<file path="src/rtl/adder_arb_pkg.sv">
// Shared types and helpers for the adder-sharing arbiter.
package adder_arb_pkg;

  typedef enum logic [1:0] {
    IDLE = 2'd0,
    EXEC = 2'd1,
    RESP = 2'd2
  } state_t;

  function automatic int id_width(input int r);
    return (r > 1) ? $clog2(r) : 1;
  endfunction

endpackage

</file>
<file path="src/rtl/adder_rr_arbiter.sv">
// Combinational rotating-priority arbiter: search starts one past last_grant.
module adder_rr_arbiter
  import adder_arb_pkg::*;
#(
  parameter int R   = 4,
  parameter int IDW = id_width(R)
) (
  input  logic [R-1:0]   req,
  input  logic [IDW-1:0] last_grant,
  input  logic           en,
  output logic [R-1:0]   grant,
  output logic [IDW-1:0] grant_idx
);

  int   idx;
  logic found;

  always_comb begin
    grant     = '0;
    grant_idx = '0;
    found     = 1'b0;
    idx       = 0;
    for (int k = 1; k <= R; k++) begin
      idx = (int'(last_grant) + k) % R;
      if (en && !found && req[idx]) begin
        found      = 1'b1;
        grant[idx] = 1'b1;
        grant_idx  = IDW'(idx);
      end
    end
  end

endmodule

</file>
<file path="src/rtl/parallel_adder.sv">
// Combinational N-bit unsigned adder with carry-out.
module parallel_adder #(
  parameter int N = 8
) (
  input  logic [N-1:0] a,
  input  logic [N-1:0] b,
  output logic [N-1:0] sum,
  output logic         cout
);

  assign {cout, sum} = {1'b0, a} + {1'b0, b};

endmodule

</file>
<file path="src/rtl/adder_share_arbiter.sv">
// Shares one parallel_adder among R valid/ready requesters, one operation in flight.
// ADDER_ARB_ROUND_ROBIN_EN selects round-robin arbitration; otherwise lowest index wins.
module adder_share_arbiter
  import adder_arb_pkg::*;
#(
  parameter int N   = 8,
  parameter int R   = 4,
  parameter int IDW = id_width(R)
) (
  input  logic           clk,
  input  logic           rst,
  input  logic [R-1:0]   req_valid,
  output logic [R-1:0]   req_ready,
  input  logic [R*N-1:0] req_a,
  input  logic [R*N-1:0] req_b,
  output logic           rsp_valid,
  input  logic           rsp_ready,
  output logic [N-1:0]   rsp_sum,
  output logic           rsp_cout,
  output logic [IDW-1:0] rsp_id
);

  state_t         state_q, state_d;
  logic [N-1:0]   a_q, a_d, b_q, b_d;
  logic [IDW-1:0] id_q, id_d;
  logic [N-1:0]   sum_q, sum_d;
  logic           cout_q, cout_d;
  logic           rsp_valid_q, rsp_valid_d;

  logic [R-1:0]   grant;
  logic [IDW-1:0] grant_idx;
  logic [IDW-1:0] last_grant;
  logic [N-1:0]   sel_a, sel_b;
  logic [N-1:0]   add_sum;
  logic           add_cout;

`ifdef ADDER_ARB_ROUND_ROBIN_EN
  logic [IDW-1:0] last_grant_q, last_grant_d;
  assign last_grant = last_grant_q;
`else
  // A pointer frozen at R-1 makes the rotating search plain lowest-index priority.
  assign last_grant = IDW'(R - 1);
`endif

  adder_rr_arbiter #(.R(R), .IDW(IDW)) u_arb (
    .req        (req_valid),
    .last_grant (last_grant),
    .en         (state_q == IDLE),
    .grant      (grant),
    .grant_idx  (grant_idx)
  );

  parallel_adder #(N) u_add (
    .a    (a_q),
    .b    (b_q),
    .sum  (add_sum),
    .cout (add_cout)
  );

  always_comb begin
    sel_a = '0;
    sel_b = '0;
    for (int i = 0; i < R; i++) begin
      if (grant[i]) begin
        sel_a = req_a[i*N +: N];
        sel_b = req_b[i*N +: N];
      end
    end
  end

  always_comb begin
    state_d     = state_q;
    a_d         = a_q;
    b_d         = b_q;
    id_d        = id_q;
    sum_d       = sum_q;
    cout_d      = cout_q;
    rsp_valid_d = rsp_valid_q;
`ifdef ADDER_ARB_ROUND_ROBIN_EN
    last_grant_d = last_grant_q;
`endif
    case (state_q)
      IDLE: begin
        if (|grant) begin
          a_d     = sel_a;
          b_d     = sel_b;
          id_d    = grant_idx;
          state_d = EXEC;
`ifdef ADDER_ARB_ROUND_ROBIN_EN
          last_grant_d = grant_idx;
`endif
        end
      end
      EXEC: begin
        sum_d       = add_sum;
        cout_d      = add_cout;
        rsp_valid_d = 1'b1;
        state_d     = RESP;
      end
      RESP: begin
        if (rsp_ready) begin
          rsp_valid_d = 1'b0;
          state_d     = IDLE;
        end
      end
      default: state_d = IDLE;
    endcase
  end

  always_ff @(posedge clk or posedge rst) begin
    if (rst) begin
      state_q     <= IDLE;
      a_q         <= '0;
      b_q         <= '0;
      id_q        <= '0;
      sum_q       <= '0;
      cout_q      <= 1'b0;
      rsp_valid_q <= 1'b0;
`ifdef ADDER_ARB_ROUND_ROBIN_EN
      last_grant_q <= IDW'(R - 1);
`endif
    end else begin
      state_q     <= state_d;
      a_q         <= a_d;
      b_q         <= b_d;
      id_q        <= id_d;
      sum_q       <= sum_d;
      cout_q      <= cout_d;
      rsp_valid_q <= rsp_valid_d;
`ifdef ADDER_ARB_ROUND_ROBIN_EN
      last_grant_q <= last_grant_d;
`endif
    end
  end

  assign req_ready = grant;
  assign rsp_valid = rsp_valid_q;
  assign rsp_sum   = sum_q;
  assign rsp_cout  = cout_q;
  assign rsp_id    = id_q;

endmodule

</file>
<file path="config.mk">
export PLATFORM = sky130hd
export DESIGN_NAME = adder_share_arbiter
export DESIGN_NICKNAME = d
export VERILOG_FILES = /design/src/rtl/adder_arb_pkg.sv /design/src/rtl/adder_rr_arbiter.sv /design/src/rtl/parallel_adder.sv /design/src/rtl/adder_share_arbiter.sv
export SDC_FILE = /design/constraint.sdc
export NUM_CORES = 1
export LEC_CHECK = 0
export ABC_AREA = 1
export BUFFER_PORTS_ARGS = -buffer_cell sky130_fd_sc_hd__buf_2
export CORE_MARGIN = 1.5
export CORE_UTILIZATION = 47
export DETAILED_ROUTE_END_ITERATION = 10
export GPL_TIMING_DRIVEN = 0
export MAX_ROUTING_LAYER = met4
export PLACE_DENSITY = 0.73
export SETUP_SLACK_MARGIN = 0.2
export SLEW_MARGIN = 20
export SYNTH_ARGS = -nofsm -noshare
export SYNTH_HDL_FRONTEND = slang
export SYNTH_HIERARCHICAL = 1
export SYNTH_SLANG_ARGS = --single-unit
</file>
<file path="constraint.sdc">
create_clock -name clk -period 1.9 [get_ports clk]
set_input_delay 0.19 -clock clk [delete_from_list [all_inputs] [get_ports clk]]
set_output_delay 0.19 -clock clk [all_outputs]
set_load 0.01 [all_outputs]
</file>
==> impl_metrics.toml <==
[floorplanning]
initial_core_util_pct = 49.2
die_w_um = 79.4
dieArea_um2 = 6300
die_y_um = 79.4
num_rows = 27
ios = 87
coreArea_um2 = 5570

[pwr]
ir_worst_vdd_mv = 0.623
power_mw = 4.52
p_int_mw = 2.53
combPwrFrac_pct = 65.4
power_frac_clock_pct = 11.5
switching_power_mw = 2.00
power.leakage_nw = 2.26
seqPwrFrac_pct = 23.1
p_sw_share_pct = 44.2
powerDensity_nw_per_um2 = 1190

[synth]
synthArstFlopShare_pct = 100
ys_seq_elements = 30
seq_area_frac_synth_pct = 27.4
syn_area_um2 = 2740
avgSynthCellArea_um2 = 6.61
dominantRegCellSynth = "dfrtp_1"
yosysWarningCount = 6
ys_types = 31
synth_edf_count = 0
netlist_instances = 415

[timing]
min_period_ps = 1860
rsz0062_at_grt = "true"
tns_ps = 0
setup_viol = 0
clock_skew_ps = 4.87
max_freq_mhz = 537
tightest_slew_ps = 600
slew_violations = 0
period_share_pct = 98.0
hold-worst-slack_ps = -29.0
maxSlewHeadroom_pct = 60.0
finalHoldViolCount = 30
layout_setup_ws_ps = 38.4

[route]
drt-total-wl_um = 6910
via_per_inst = 4.73
dr.pass1.iters = 4
num_vias = 2940
ant_nets = 0
first_iter_violations = 111
drc_errors = 0
wl_per_cell_um = 11.1

[cells_and_area]
fin_area_um2 = 3810
fillers = 498
mostFrequentLayoutCells = "174 x nand2_1, 86 x buf_2, 30 x dfrtp_1"
fin_nets = 636
layout-drive-gt1-share_pct = 38.6
antenna_cells = 0
final_core_util_pct = 68.3
final_common_cell = "nand2_1"
post_layout_nonfiller_instances = 621
syn2layout_area_growth_pct = 38.9

[run_status]
status = "complete, but fails checks"
violations = "negative hold slack"

[place]
post_dp_cell_area_um2 = 3370
io_buffers = 86
gp_congestion = 0.874
post-place-ws_ps = -70.8
dp_cells = 590
hpwl_um = 5020

[clock_tree]
clk_pin_slew_ps = 60
postCtsHoldBufs = 0
cts_sinks = 30
clk_latency_ps = 280
cts_max_level = 2
cts_tree = "done"
cts_buffer_depth = 2
cts_root_buf = "clkbuf_8"
numCtsBuffers = 5

[grt]
gr-total-overflow = 0
antenna_found_initial = 0
grt_pass1_vias = 2671
grt_pass1_wl_um = 11000
grt_max_degree = 31
grtUsageTotal_pct = 22.2

[worst_setup_path]
ff2ff_setup_slack_ps = 40
cp_max_fo = 10
r2r_start = "state_q[0]"
critPathRequiredTime_ps = 2120
reg2reg_to = "b_q[7]"
start_kind = "register"
reg2regPathDepth = 14
critPathKind = "register to register"
cp.arrival_ps = 2090
end_kind = "register"

[flow_run]
max-cap-violations = 0

[min_path]
min_path_type = "primary input to asynchronous set/reset pin"
-- synth_stat cells (2+ instances only) --
library cell / number / area [um2]
a21oi_1: 19 / 95.1
buf_2: 3 / 15.0
buf_4: 5 / 37.5
buf_6: 8 / 90.1
clkinv_1: 4 / 15.0
dfrtp_1: 30 / 751
ha_1: 16 / 200
inv_1: 16 / 60.1
inv_2: 7 / 26.3
nand2_1: 188 / 706
nand2_2: 7 / 43.8
nand2_4: 2 / 22.5
nand3_1: 42 / 210
nand3_2: 4 / 40.0
nand4_1: 6 / 37.5
nor2_1: 23 / 86.3
nor2_2: 14 / 87.6
nor2_4: 5 / 56.3
o21ai_0: 2 / 10.0
or2_4: 2 / 17.5
xnor2_1: 2 / 17.5
-- worst max-delay path, stage by stage, from the launching register on --
cell and delay, ps:
dfrtp_1 400, nor2_4 190, nand2_2 90, nor2_4 140
buf_6 120, nand3_2 60, nand3_2 90, buf_6 130
nor2_4 40, nand2_4 70, nand2_8 90, buf_12 160
nor2_2 90, nand2_2 70, nand2_1 50
-- power groups by stage --
| stage | sequential (mW) | clock [mW] | combinational (mW) |
|---|---|---|---|
| after floorplan | 1.08 | 0 | 1.88 |
| after global placement | 1.05 | 0 | 2.40 |
| after detailed placement | 1.05 | 0 | 2.44 |
| after CTS | 1.05 | 0.534 | 2.64 |
| after global routing | 1.08 | 0.566 | 3.32 |
| final | 1.05 | 0.520 | 2.96 |
-- cells by family after synthesis --
family          Yosys count  share of synthesized area [%]
flops                    30                           27.4
xor+xnor                  3                          0.958
other cells               1                          0.137
buf+inv                  45                           9.85
compound gates           22                           4.01
fa+ha+maj                17                           8.03
simple gates            297                           49.6
-- routing by layer --
metal,vias to the layer above,part of all wire [%],GRT usage [%]
met5,-,0,-
met4,0,1.7,7.19
met3,11,4.2,2.40
met2,88,48,37.3
met1,1297,46,27.9
li1,1544,-,-
-- repair_timing --
action	CTS	global route
gates resized for setup	10	36
endpoints found under the setup margin	22	25
setup buffers	9	11
endpoints found under the hold margin	0	0
pin swaps	4	21
cloned	1	2
-- cell type report --
| cell class | instances | area, um2 | share of cell area, % |
|---|---|---|---|
| Tap cell | 72 | 90.1 | 2.37 |
| Multi-Input combinational cell | 357 | 1920 | 50.4 |
| Sequential cell | 30 | 751 | 19.7 |
| Clock inverter | 1 | 5.00 | 0.131 |
| Timing Repair Buffer | 109 | 658 | 17.3 |
| Inverter | 28 | 119 | 3.12 |
| Buffer | 17 | 181 | 4.76 |
| Clock buffer | 7 | 86.3 | 2.27 |
-- how the worst max path moves through the flow --
stage	from	endpoint
finish	state_q[0]	b_q[7]
global route	state_q[0]	b_q[1]
CTS	state_q[1]	b_q[7]
detailed placement	req_valid[2]	b_q[7]
global placement	state_q[0]	b_q[7]
floorplan	state_q[0]	b_q[1]
-- sequential cells by signal, indices dropped and copies added, names as in the netlist --
name	count
b_q	8
rsp_cout	1
rsp_sum	8
a_q	8
state_q	2
rsp_id	2
rsp_valid	1
(Power assumes the default switching activity.)
